===== src/rtl/edge_tick_gen.sv =====
// Multi-channel edge-to-tick converter: synchroniser, optional debounce filter,
// per-channel edge select, one-cycle tick and wrapping tick counter.
// Optional debounce is built when EDGE_TICK_DEBOUNCE_EN is defined.
module edge_tick_gen #(
  parameter int N           = 4,
  parameter int SYNC_STAGES = 2,
  parameter int DB_CYCLES   = 16,
  parameter int CNT_W       = 8
) (
  input  logic                 clk,
  input  logic                 rst,
  input  logic [N-1:0]         din,
  input  logic [2*N-1:0]       mode,
  input  logic [N-1:0]         clr,
  output logic [N-1:0]         level,
  output logic [N-1:0]         tick,
  output logic [N*CNT_W-1:0]   cnt,
  output logic                 any_tick
);

  logic [SYNC_STAGES-1:0] sync_q [N];
  logic [N-1:0]           s;
  logic [N-1:0]           level_nxt;
  logic [N-1:0]           tick_nxt;
  logic [CNT_W-1:0]       cnt_q [N];

  // Synchroniser chains
  always_ff @(posedge clk or negedge rst) begin
    if (!rst) begin
      for (int i = 0; i < N; i++) sync_q[i] <= '0;
    end else begin
      for (int i = 0; i < N; i++) sync_q[i] <= {sync_q[i][SYNC_STAGES-2:0], din[i]};
    end
  end

  always_comb begin
    s = '0;
    for (int i = 0; i < N; i++) s[i] = sync_q[i][SYNC_STAGES-1];
  end

`ifdef EDGE_TICK_DEBOUNCE_EN
  localparam int              DB_W    = $clog2(DB_CYCLES) + 1;
  localparam logic [DB_W-1:0] DB_LAST = DB_W'(DB_CYCLES - 1);

  logic [DB_W-1:0] db_q [N];

  // Level flips only after s has disagreed with it for DB_CYCLES consecutive cycles
  always_comb begin
    level_nxt = level;
    for (int i = 0; i < N; i++) begin
      if ((s[i] != level[i]) && (db_q[i] == DB_LAST)) level_nxt[i] = ~level[i];
    end
  end

  always_ff @(posedge clk or negedge rst) begin
    if (!rst) begin
      for (int i = 0; i < N; i++) db_q[i] <= '0;
    end else begin
      for (int i = 0; i < N; i++) begin
        if ((s[i] == level[i]) || (db_q[i] == DB_LAST)) db_q[i] <= '0;
        else                                            db_q[i] <= db_q[i] + 1'b1;
      end
    end
  end
`else
  always_comb begin
    level_nxt = s;
  end
`endif

  // Edge qualification against the live mode bits: bit 2i = rise, bit 2i+1 = fall
  always_comb begin
    tick_nxt = '0;
    for (int i = 0; i < N; i++) begin
      tick_nxt[i] = (level_nxt[i] & ~level[i] & mode[2*i]) |
                    (~level_nxt[i] & level[i] & mode[2*i+1]);
    end
  end

  // Registered outputs
  always_ff @(posedge clk or negedge rst) begin
    if (!rst) begin
      level    <= '0;
      tick     <= '0;
      any_tick <= 1'b0;
    end else begin
      level    <= level_nxt;
      tick     <= tick_nxt;
      any_tick <= |tick_nxt;
    end
  end

  // Counters follow the registered tick, so they lag it by one cycle; clear wins
  always_ff @(posedge clk or negedge rst) begin
    if (!rst) begin
      for (int i = 0; i < N; i++) cnt_q[i] <= '0;
    end else begin
      for (int i = 0; i < N; i++) begin
        if (clr[i])       cnt_q[i] <= '0;
        else if (tick[i]) cnt_q[i] <= cnt_q[i] + 1'b1;
      end
    end
  end

  always_comb begin
    cnt = '0;
    for (int i = 0; i < N; i++) cnt[i*CNT_W +: CNT_W] = cnt_q[i];
  end

endmodule


===== config.mk =====
export PLATFORM = sky130hd
export DESIGN_NAME = edge_tick_gen
export DESIGN_NICKNAME = d
export VERILOG_FILES = /design/src/rtl/edge_tick_gen.sv
export SDC_FILE = /design/constraint.sdc
export NUM_CORES = 1
export LEC_CHECK = 0
export BUFFER_PORTS_ARGS = -buffer_cell sky130_fd_sc_hd__buf_2
export CAP_MARGIN = 40
export CORE_MARGIN = 2
export CORE_UTILIZATION = 45
export DETAILED_ROUTE_END_ITERATION = 6
export GPL_TIMING_DRIVEN = 0
export HOLD_SLACK_MARGIN = 0.12
export PLACE_DENSITY_LB_ADDON = 0.1
export SKIP_LAST_GASP = 1
export SLEW_MARGIN = 20
export SYNTH_ARGS = -nofsm -noshare
export SYNTH_HDL_FRONTEND = slang
export SYNTH_SLANG_ARGS = --single-unit

===== constraint.sdc =====
create_clock -name clk -period 2.55 [get_ports clk]
set_input_delay 0.51 -clock clk [delete_from_list [all_inputs] [get_ports clk]]
set_output_delay 0.51 -clock clk [all_outputs]
set_load 0.005 [all_outputs]

==> results by group <==
Clock network
  • CTS root buf: clkbuf_8
  • Worst skew pair latency: 0.30 ns
  • CTS sink cnt: 49
  • CTS buffer count: 5
  • Clock buffer depth: 2
  • CTS H-tree depth: 2
  • Post-CTS Setup Repair Bufs: 0
  • CTS tree: built
  • CTS Hold Buffers Added: 0
  • Reg clk slew, reported paths: 0.09 ns
  • Cts repair resizes: 0

Setup path
  • Crit Path Max Fanout: 5
  • Data arrival, critical path: 0.94 ns
  • Startpoint Class: flip-flop
  • Req. time, crit path: 2.04 ns
  • Setup Crit Path Kind: reg -> out
  • Family with the most delay on the worst path: flip-flops
  • Setup crit end kind: output pin
  • Critical-path cell list: buf_2
  • CP peak stage delay: 0.48 ns
  • Critical Path Slowest Stage Cell: dfrtp_1
  • CP bufs+invs: 1

Synth
  • Top cell type's share of synthesized area: 0.6009
  • Post-Syn Nets: 200
  • Dominant synthesized flop cell: dfrtp_1
  • Top post-synthesis cells by area: dfrtp_1 (60%), xor2_1 (5.2%), nor2_1 (3.7%)
  • Ys async rst share: 1.000
  • Number of enable flip-flop cells after synthesis: 0
  • Yosys warnings: 0
  • Top cell type by total area after synthesis: dfrtp_1
  • Syn Inst Count: 178
  • FF+latch count, synth: 49
  • Register area share after synthesis: 0.6009
  • Synth unique cells: 22
  • Syn_area_per_cell: 11.46 µm²
  • Synthesized cell area: 2041 µm²

STA
  • Final hold vios: 0
  • Hold_ws: 0.1329 ns
  • Period utilization: 0.5687
  • Setup TNS: 0 ns
  • Fmax: 0.6896 GHz
  • Max Transition Viols Final: 0
  • Slew at the pin closest to its max-slew limit: 0.4259 ns
  • Min cycle time layout: 1.450 ns
  • RSZ-0062 raised after global routing: no
  • Clock Skews: 0.008107 ns
  • # setup viols final: 0
  • Slew margin rel.: 0.7160

GRT
  • Largest net degree at the start of global routing: 33
  • Total grt overflow: 0
  • Vias in the first global route: 1375
  • First-pass GRT wire length: 6251 µm
  • Overall routing resource usage: 0.1577
  • Initial antenna violation count: 0

Finish
  • Area of the multi-input gates: 765.7 µm²
  • Commonest non-fill, non-tap cell in the layout: buf_2
  • Fill cells: 387
  • Area grow syn2layout: 23.30%
  • Sequential Area: 1226 µm²
  • Ant diodes: 0
  • Most frequent cells in the layout: buf_2 (60), dfrtp_1 (49), nor2_1 (20), o21ai_0 (15), nand2_1 (13)
  • Fraction of layout instances using a drive strength above 1: 0.3154
  • Layout Nets: 262

Placement
  • HPWL after detailed placement: 2694 µm
  • RePlAce Congestion: 0.7600
  • IO buf count: 54

Power
  • LEAKAGE: 1.213 nW
  • Switching power: 0.3286 mW
  • PD cells: 594.4 nW/µm²
  • Clock power frac: 0.381
  • VDD IR max: 0.3998 mV
  • Logic pwr share: 0.070
  • Seq pwr share: 0.550
  • Sw Ratio: 0.2197
  • Int Pwr: 1.167 mW

Route
  • Drt pass-1 iters: 4
  • Vias per inst: 5.157
  • Routed len/inst: 12.83 µm
  • DR iter-0 viols: 30
  • Detailed Route WL: 3758 µm
  • DRT antenna net count: 0
  • Residual DRC: 0
  • DR vias: 1511

Min path
  • Worst Hold Class: in -> async

Floorplanning
  • Initial Util: 0.4687
  • Rows: 24
  • I/O Pins: 59
  • Core footprint: 4354 µm²
  • Die ar.: 5089 µm²
  • Die Wd: 71.34 µm
  • Chip height: 71.34 µm

Status
  • Status: finished, final reports clean

Run
  • Max cap viols: 0
## Yosys cell counts, drive strengths merged (2+ instances only)
cell type / instances
or4: 2
o2111ai: 4
nand3: 7
xnor2: 4
nand2: 13
o21ai: 15
xor2: 12
mux2i: 4
a21oi: 12
dfrtp: 49
or3: 11
nand4: 7
ha: 4
nand3b: 4
nor2: 20
buf: 8
## worst paths after layout
check                      startpoint      endpoint  slack, ns  depth (start not counted)
min in group clk               din[1]     sync_q[4]       0.31                          1
setup / recovery              cnt[18]       cnt[18]       1.10                          1
max in group asynchronous         rst       cnt[26]       1.91                          2
hold / removal                    rst        cnt[1]       0.13                          1
setup reg to reg              cnt[16]       cnt[22]       1.13                          4
hold reg to reg             sync_q[6]  level_nxt[0]       0.36                          0
## per-layer routing
metal	global-route usage	wire, µm
met4	0.05660	53
met5	0	0
met2	0.2418	1683
met1	0.2086	1779
met3	0.05626	242
## cells by family after synthesis
| logic type | share of synthesized area |
|---|---|
| mux | 0.01962 |
| simple gates | 0.1557 |
| buf+inv | 0.02391 |
| compound gates | 0.1067 |
| fa+ha+maj | 0.02453 |
| flops | 0.6009 |
| xor+xnor | 0.06867 |
## state kept, by name (all words and copies together) (netlist names)
register / count
level: 4
cnt: 32
any_tick: 1
level_nxt: 4
tick: 4
sync_q: 4
## power groups by stage
stage | sequential (mW) | clock (mW) | combinational [mW]
after CTS | 0.822 | 0.590 | 0.108
after floorplan | 0.837 | 0 | 0.0478
after global placement | 0.837 | 0 | 0.102
final | 0.822 | 0.569 | 0.104
after detailed placement | 0.837 | 0 | 0.108
after global routing | 0.826 | 0.616 | 0.120
## layout make-up
type / count / share of cell area
timing repair buffer: 55 / 0.1154
multi-input combinational: 121 / 0.3043
clock buffer: 6 / 0.03282
tap: 52 / 0.02586
clock inverter: 2 / 0.01492
sequential: 49 / 0.4873
buffer: 8 / 0.01939
## through the flow
step | power [mW] | worst slack (ns) | cell area, µm² | instances | utilization
4_1_cts | 1.521 | 1.086 | 2516 | 293 | 0.5779
3_3_place_gp | 0.9396 | 1.029 | 2376 | 284 | 0.5457
2_1_floorplan | 0.8845 | 1.137 | 2041 | 178 | -
5_1_grt | 1.563 | 1.026 | 2516 | 293 | 0.5779
3_5_place_dp | 0.9451 | 1.000 | 2396 | 285 | 0.5503
6_report | 1.496 | 1.100 | 2516 | 293 | 0.5779
Power figures use the tool's default switching activity.
